**src/rtl/wave_capture_if.sv**
```systemverilog
// -----------------------------------------------------------------------------
// wave_capture_if
// Bundles the sample stream input, the display idle flag and the sample-RAM
// write port between the audio side and the wave capture block.
//   new_sample_ready  : one-cycle strobe, new_sample_in valid this cycle
//   new_sample_in     : signed audio sample, SAMPLE_WIDTH bits
//   wave_display_idle : display is outside the wave region; buffers may swap
//   write_address     : RAM write address {~read_index, sample_count}
//   write_enable      : RAM write strobe
//   write_sample      : display-scaled sample, 0 = top of wave area
//   read_index        : buffer half the display reads
//   armed             : capture is waiting for a trigger
// Modports: master drives the stream/idle inputs and observes the outputs;
//           slave is the capture block itself.
// -----------------------------------------------------------------------------
interface wave_capture_if #(
    parameter int SAMPLE_WIDTH = 16,
    parameter int ADDR_BITS    = 8
);
    logic                    new_sample_ready;
    logic [SAMPLE_WIDTH-1:0] new_sample_in;
    logic                    wave_display_idle;
    logic [ADDR_BITS:0]      write_address;
    logic                    write_enable;
    logic [7:0]              write_sample;
    logic                    read_index;
    logic                    armed;

    modport master (
        output new_sample_ready,
        output new_sample_in,
        output wave_display_idle,
        input  write_address,
        input  write_enable,
        input  write_sample,
        input  read_index,
        input  armed
    );

    modport slave (
        input  new_sample_ready,
        input  new_sample_in,
        input  wave_display_idle,
        output write_address,
        output write_enable,
        output write_sample,
        output read_index,
        output armed
    );
endinterface

```
**src/rtl/wave_capture.sv**
```systemverilog
// -----------------------------------------------------------------------------
// wave_capture
// Triggers on a rising zero crossing of the audio sample stream and writes
// 2^ADDR_BITS display-scaled samples into the RAM half the display is not
// reading. The halves are swapped only while the display is idle, so the
// display always shows one complete, stable capture.
// Ports:
//   clk   : system clock
//   reset : asynchronous, active-low reset (0 = in reset)
//   bus   : wave_capture_if.slave (sample stream in, RAM write port out)
// -----------------------------------------------------------------------------
module wave_capture #(
    parameter int SAMPLE_WIDTH = 16,
    parameter int ADDR_BITS    = 8
) (
    input  logic           clk,
    input  logic           reset,
    wave_capture_if.slave  bus
);

    typedef enum logic [1:0] {
        ST_ARMED  = 2'd0,
        ST_ACTIVE = 2'd1,
        ST_WAIT   = 2'd2
    } state_t;

    state_t               r_state;
    state_t               w_state_next;
    logic                 r_read_index;
    logic                 w_read_index_next;
    logic [ADDR_BITS-1:0] r_sample_count;
    logic [ADDR_BITS-1:0] w_sample_count_next;
    // Only the sign of the previous sample takes part in trigger detection,
    // so that is all that is kept of it.
    logic                 r_prev_sign;
    logic                 r_write_enable;
    logic                 w_write_enable_next;
    logic [ADDR_BITS:0]   r_write_address;
    logic [ADDR_BITS:0]   w_write_address_next;
    logic [7:0]           r_write_sample;
    logic [7:0]           w_write_sample_next;
    logic                 r_armed;
    logic                 w_armed_next;

    logic [7:0]           w_top_byte;
    logic [7:0]           w_offset;
    logic [7:0]           w_scaled;
    logic                 w_trigger;
    logic                 w_last_write;

    // Display scaling: top byte to offset binary, then invert so the most
    // positive sample lands on row 0 (top of the wave area).
    assign w_top_byte = bus.new_sample_in[SAMPLE_WIDTH-1 -: 8];
    assign w_offset   = {~w_top_byte[7], w_top_byte[6:0]};
    assign w_scaled   = 8'd255 - w_offset;

    // Rising zero crossing: previous sample negative, current non-negative.
    assign w_trigger    = bus.new_sample_ready && r_prev_sign
                          && !bus.new_sample_in[SAMPLE_WIDTH-1];
    assign w_last_write = (r_sample_count == {ADDR_BITS{1'b1}});

    always_comb begin
        w_state_next         = r_state;
        w_read_index_next    = r_read_index;
        w_sample_count_next  = r_sample_count;
        w_write_enable_next  = 1'b0;
        w_write_address_next = r_write_address;
        w_write_sample_next  = r_write_sample;

        case (r_state)
            ST_ARMED: begin
                if (w_trigger) begin
                    w_write_enable_next  = 1'b1;
                    w_write_address_next = {~r_read_index, {ADDR_BITS{1'b0}}};
                    w_write_sample_next  = w_scaled;
                    w_sample_count_next  = ADDR_BITS'(1);
                    w_state_next         = ST_ACTIVE;
                end
            end
            ST_ACTIVE: begin
                if (bus.new_sample_ready) begin
                    w_write_enable_next  = 1'b1;
                    w_write_address_next = {~r_read_index, r_sample_count};
                    w_write_sample_next  = w_scaled;
                    // Natural wrap of the counter brings it back to 0.
                    w_sample_count_next  = r_sample_count + ADDR_BITS'(1);
                    if (w_last_write) begin
                        w_state_next = ST_WAIT;
                    end
                end
            end
            ST_WAIT: begin
                // A sample arriving on the swap cycle is not evaluated for
                // a trigger; it only refreshes the previous-sign register.
                if (bus.wave_display_idle) begin
                    w_read_index_next = ~r_read_index;
                    w_state_next      = ST_ARMED;
                end
            end
            default: begin
                w_state_next = ST_ARMED;
            end
        endcase

        w_armed_next = (w_state_next == ST_ARMED);
    end

    always_ff @(posedge clk or negedge reset) begin
        if (!reset) begin
            r_state         <= ST_ARMED;
            r_read_index    <= 1'b0;
            r_sample_count  <= '0;
            r_prev_sign     <= 1'b0;
            r_write_enable  <= 1'b0;
            r_write_address <= '0;
            r_write_sample  <= '0;
            r_armed         <= 1'b1;
        end else begin
            r_state         <= w_state_next;
            r_read_index    <= w_read_index_next;
            r_sample_count  <= w_sample_count_next;
            if (bus.new_sample_ready) begin
                r_prev_sign <= bus.new_sample_in[SAMPLE_WIDTH-1];
            end
            r_write_enable  <= w_write_enable_next;
            r_write_address <= w_write_address_next;
            r_write_sample  <= w_write_sample_next;
            r_armed         <= w_armed_next;
        end
    end

    assign bus.write_address = r_write_address;
    assign bus.write_enable  = r_write_enable;
    assign bus.write_sample  = r_write_sample;
    assign bus.read_index    = r_read_index;
    assign bus.armed         = r_armed;

endmodule

```
**src/flat_wrapper.sv**
```systemverilog
// flat-port wrapper written by rule: the top's interface ports become plain ports
module wave_capture_flat 
#(
    parameter int SAMPLE_WIDTH = 16,
    parameter int ADDR_BITS    = 8
)
  (clk, reset, bus_new_sample_ready, bus_new_sample_in, bus_wave_display_idle, bus_write_address, bus_write_enable, bus_write_sample, bus_read_index, bus_armed);
  wave_capture_if #(.SAMPLE_WIDTH(SAMPLE_WIDTH), .ADDR_BITS(ADDR_BITS)) bus_i ();
  input  logic clk;
  input  logic reset;
  input wire logic [$bits(bus_i.new_sample_ready)-1:0] bus_new_sample_ready;
  input wire logic [$bits(bus_i.new_sample_in)-1:0] bus_new_sample_in;
  input wire logic [$bits(bus_i.wave_display_idle)-1:0] bus_wave_display_idle;
  output wire logic [$bits(bus_i.write_address)-1:0] bus_write_address;
  output wire logic [$bits(bus_i.write_enable)-1:0] bus_write_enable;
  output wire logic [$bits(bus_i.write_sample)-1:0] bus_write_sample;
  output wire logic [$bits(bus_i.read_index)-1:0] bus_read_index;
  output wire logic [$bits(bus_i.armed)-1:0] bus_armed;
  assign bus_i.new_sample_ready = bus_new_sample_ready;
  assign bus_i.new_sample_in = bus_new_sample_in;
  assign bus_i.wave_display_idle = bus_wave_display_idle;
  assign bus_write_address = bus_i.write_address;
  assign bus_write_enable = bus_i.write_enable;
  assign bus_write_sample = bus_i.write_sample;
  assign bus_read_index = bus_i.read_index;
  assign bus_armed = bus_i.armed;
  wave_capture #(.SAMPLE_WIDTH(SAMPLE_WIDTH), .ADDR_BITS(ADDR_BITS)) u_core (.clk(clk), .reset(reset), .bus(bus_i));
endmodule
```
**config.mk**
```make
export PLATFORM = sky130hd
export DESIGN_NAME = wave_capture_flat
export DESIGN_NICKNAME = d
export VERILOG_FILES = /design/src/rtl/wave_capture_if.sv /design/src/rtl/wave_capture.sv /design/src/flat_wrapper.sv
export SDC_FILE = /design/constraint.sdc
export NUM_CORES = 1
export LEC_CHECK = 0
export CAP_MARGIN = 20
export CORE_MARGIN = 3
export CORE_UTILIZATION = 40
export DETAILED_ROUTE_END_ITERATION = 12
export PLACE_DENSITY = 0.69
export SLEW_MARGIN = 10
export SYNTH_ARGS = -nofsm -noshare
export SYNTH_HDL_FRONTEND = slang
export SYNTH_SLANG_ARGS = --single-unit
```
**constraint.sdc**
```tcl
create_clock -name clk -period 2.2 [get_ports clk]
set_input_delay 0.44 -clock clk [delete_from_list [all_inputs] [get_ports clk]]
set_output_delay 0.44 -clock clk [all_outputs]
set_load 0.02 [all_outputs]
```
Word level (Yosys, flattened, before mapping)
Cells that the tools add are included.
{"block": "classes", "div": 0, "n_addsub": 2, "bitwise_logic": 2, "shifts": 0, "multipliers": 0, "n_reduce_logical": 8, "n_mux": 17, "eq_ne": 5, "magnitude_cmp": 0}
{"operator": "two-way mux 8 bit", "count": 4}
{"operator": "one-hot mux 8 bit (2 select lines)", "count": 2}
{"operator": "two-way mux 9 bit", "count": 2}
{"operator": "one-hot mux 9 bit (2 select lines)", "count": 1}
{"operator": "adder 8 x 1 -> 8 bit (second input constant)", "count": 1}
{"operator": "== test 8 bit (second input constant)", "count": 1}
{"operator": "two-way mux 2 bit", "count": 4}
{"operator": "subtractor 8 bit (first input constant)", "count": 1}
{"operator": "one-hot mux 2 bit (3 select lines)", "count": 1}
{"operator": "logical NOT 2 bit", "count": 2}
{"operator": "AND reduction 3 bit", "count": 1}
{"operator": "== test 2 x 1 -> 1 bit (second input constant)", "count": 1}
{"operator": "== test 2 bit (second input constant)", "count": 1}
{"operator": "logical AND 1 bit", "count": 2}
{"operator": "two-way mux 1 bit", "count": 2}
{"operator": "inequality test 2 x 1 -> 1 bit (second input constant)", "count": 1}
{"operator": "inequality test 2 bit (second input constant)", "count": 1}
{"operator": "NOT 1 bit", "count": 2}
{"operator": "one-hot mux 1 bit (2 select lines)", "count": 1}
{"operator": "AND reduction 2 bit", "count": 1}
{"operator": "nonzero test 2 bit", "count": 1}
{"operator": "logical NOT 1 bit", "count": 1}
{"block": "word_totals", "latchBits": 0, "ramBits": 0, "elab_cells": 42, "n_memories": 0, "romBits": 0, "output_inout_bits": 20, "reg_bits": 31, "input_bits": 20}

Logic depth before layout (Yosys ltp)
{"block": "logic_depth", "ltp_word": 5, "ltp_mapped": 5, "mapped_depth_nobuf": 4}

Least setup slack after synthesis
OpenSTA, ideal clock, no wires.
{"block": "synth_timing", "path_kind": "in2reg", "start": "in bus_new_sample_ready", "end": "reg u_core.r_sample_count[7]", "n_path_buf": 1, "required_time_ps": 2127, "arrival_ps": 1304, "setup_time_ps": 73, "slack_ps": 823, "path_stages": 4, "cell_sequence": "buf_4 -> nand4b_1 -> or4_4 -> a21oi_2"}
{"block": "synth_via", "elab_chain_cells": 4}
{"item": "start, declared", "line_no": "flat_wrapper.sv:11", "source": "input wire logic [$bits(bus_i.new_sample_ready)-1:0] bus_new_sample_ready;"}
{"item": "logical AND 1 bit", "line_no": "wave_capture.sv:58", "source": "assign w_trigger = bus.new_sample_ready && r_prev_sign"}
{"item": "logical AND 1 bit", "line_no": "wave_capture.sv:59", "source": "&& !bus.new_sample_in[SAMPLE_WIDTH-1];"}
{"item": "inequality test 2 x 1 -> 1 bit (no line)"}
{"item": "AND reduction 3 bit (no line) (*)"}
{"item": "end signal, assigned", "line_no": "wave_capture.sv:121", "source": "r_sample_count <= w_sample_count_next;"}
{"item": "end, declared", "line_no": "wave_capture.sv:31", "source": "logic [ADDR_BITS-1:0] r_sample_count;"}
Mark *: on every way between the ends. The rest lies on a longest branch, timed or not.
A chain may end at the register's enable or synchronous reset.

Worst setup path in the final report
{"block": "layout_timing", "start": "reg u_core.r_armed (netlist: u_core.bus.armed)", "end": "out bus_armed"}
{"item": "start, declared", "line_no": "wave_capture.sv:42", "source": "logic r_armed;"}
{"item": "start signal, assigned", "line_no": "wave_capture.sv:128", "source": "r_armed <= w_armed_next;"}
{"item": "end, declared", "line_no": "flat_wrapper.sv:18", "source": "output wire logic [$bits(bus_i.armed)-1:0] bus_armed;"}
No word-level cell between the ends.

==> reports/metrics.cfg <==
[critical_path]
cp-end-kind=output pin
r2r_setup_slack_ps=600
reg2reg_depth=3
critPathKind=reg2out
cp_top_family=buffers and inverters
critPathBufInv=1
critical_path_required_ps=1760
critical_path.max_fanout=1
start_kind=flip-flop
worst_path_largest_cell_delay_ps=590
reg2reg_to=u_core.r_sample_count[7]$_DFFE_PN0P_
crit_arrival_ps=1440
worstPathCellList=clkdlybuf4s50_1
crit_slowest_cell=clkdlybuf4s50_1
r2r-start=u_core.r_state[0]$_DFF_PN0_

[yosys]
synth-simple-area-share_pct=17.6
synth-xor-area-share_pct=1.88
yosys-top-cells-count=30 x dfrtp_1, 17 x inv_1, 11 x o21ai_0
synthCells=121
synth_seq_area_share_pct=55.7
ys.flop_type=dfrtp_1
synth-compound-area-share_pct=8.88
synth-adder-area-share_pct=0.897
async_flop_share_pct=100
synth_area_leaders=dfrtp_1 54%, mux2i_1 6.5%, inv_1 4.6%
synth_most_common_cell=dfrtp_1
synth_seq_cells=31
synthMuxAreaShare_pct=8.07
synth_top_family_by_area=simple AND/OR/NAND/NOR gates
yosysWarnings=0
yosysUniqueCellTypes=37
synth_top_area_cell=dfrtp_1
synth_top_area_share_pct=53.8
syn_area_per_cell_um2=11.5
syn-num-nets=142
synth_edf_count=0
synth_area_um2=1400

[detailed_routing]
dr.pass1.iters=4
drt-initial-drc-count=21
post_drt_via_cell_ratio=4.86
wl_per_cell_um=13.2
route.detailed.drc=0
via_count=987
wl_um=2680
drtAntennaViolNets=0

[sta]
setup_ws_ps=321
skew_ps=6.02
hold_ws_ps=488
max-slew-margin-rel_pct=71.0
setup_violations=0
rsz0062_at_grt=no
post-route-period-util_pct=85.4
setup-tns-final_ps=0
worst_pin_slew_ps=434
hold_violations=0
fin_crit_ps=1880
maxSlewViolCount=0
fmax_ghz=0.532

[cells_and_area]
area_growth_pct=30.6
drive_above_1_share_pct=13.2
fillers=289
final_cells=203
postLayoutCellArea_um2=1820
num_antenna_cells=0
nets=179

[power_and_ir_drop]
p_per_area_nw_per_um2=1000
vdd_drop_max_mv=0.573
p_leak_uw=0.000847

[place]
port_buffers=31
globalplace.congestion=0.802
placed_cells=195
dp_hpwl_um=1980
place_area_um2=1750
pre_cts_ws_ps=178

[min_path]
hp-class=in2async

[clock_network]
cts_tree=done
postCtsSetupBuffers=0
clk_latency_ps=330
ctsResizeCount=0
cts_buffers=5
hold_buffers=0
path_clk_slew_ps=100
htreeDepth=2
cts_buffer_depth=2
cts_sinks=31
cts_root_buffer=clkbuf_4

[global_route]
antenna_found_initial=0
grt_pass1_wl_um=4750
grt_pass1_vias=1054
grt_max_degree=32
grt.overflow.total=0
track_usage_pct=14.6

[die]
coreArea_um2=3180
die_area_um2=4230
start_util_pct=43.9
row_count=20
fp.dieH_um=65.1
die_w_um=65.1
io_pins=40

[status]
status=complete, no violations

[run]
drv_cap=0

layout make-up:
| cell class | instances | area (µm²) | area share (%) |
|---|---|---|---|
| Clock buffer | 8 | 68.8 | 3.78 |
| Timing Repair Buffer | 34 | 333 | 18.3 |
| Multi-Input combinational cell | 68 | 520 | 28.6 |
| Inverter | 18 | 67.6 | 3.71 |
| Tap cell | 44 | 55.1 | 3.02 |
| Sequential cell | 31 | 777 | 42.7 |
power breakdown:
group	leakage, µW	internal (µW)	switching [µW]
clock network	0.0000386	188	188
registers	0.000385	712	141
logic	0.000424	292	307
total	0.000847	1190	636
state kept, by name, summed over array words and instances, names as in the netlist:
register                  flops
u_core.bus.write_enable       1
u_core.bus.write_address      9
u_core.bus.write_sample       8
u_core.bus.armed              1
u_core.r_state                2
u_core.bus.read_index         1
u_core.r_sample_count         8
u_core.r_prev_sign            1
kinds of logic after synthesis:
group                      count (synthesis)
AOI/OAI and AO/OA                         21
xor gates and xnor gates                   3
adders and majority gates                  1
buffers and inverters                     22
DFF                                       31
muxes                                     11
and+or+nand+nor                           32
metal layers:
metal	share of wire [%]	GRT usage [%]	up-vias
met2	49	23.1	15
li1	-	-	499
met5	0	0	-
met3	4.8	5.89	2
met1	46	18.7	471
met4	0.30	3.89	0
layout by cell type, fill, tap and decap left out, types with 2 or more instances in the layout:
cell,count
clkdlybuf4s50_1,31
buf_4,3
nand2b_1,2
xor2_1,2
dfrtp_1,30
nand2_1,2
a21oi_1,4
nor2_1,3
clkbuf_4,5
mux2i_1,9
or3_1,4
mux2_2,2
inv_1,17
nand4b_1,6
nand3_1,3
o21ai_0,11
a21o_1,2
clkbuf_8,2
worst max path at each step:
stage / end / slack [ps] / start / cells past startpoint
after floorplan: u_core.r_sample_count[7]$_DFFE_PN0P_ / 820 / bus_new_sample_ready / 4
after global placement: u_core.r_sample_count[7]$_DFFE_PN0P_ / 230 / bus_new_sample_ready / 5
after detailed placement: u_core.r_sample_count[7]$_DFFE_PN0P_ / 180 / bus_new_sample_ready / 5
after CTS: bus_armed / 300 / u_core.bus.armed$_DFF_PN1_ / 1
after global routing: bus_armed / 280 / u_core.bus.armed$_DFF_PN1_ / 1
final: bus_armed / 320 / u_core.bus.armed$_DFF_PN1_ / 1
through the flow:
stage / power [µW] / utilization, %
after floorplan: 1190 / -
after global placement: 1450 / 55.2
after detailed placement: 1470 / 55.2
after CTS: 1850 / 57.3
after global routing: 1950 / 57.3
final: 1830 / 57.3
No activity file was read; power rests on OpenSTA's default activity.
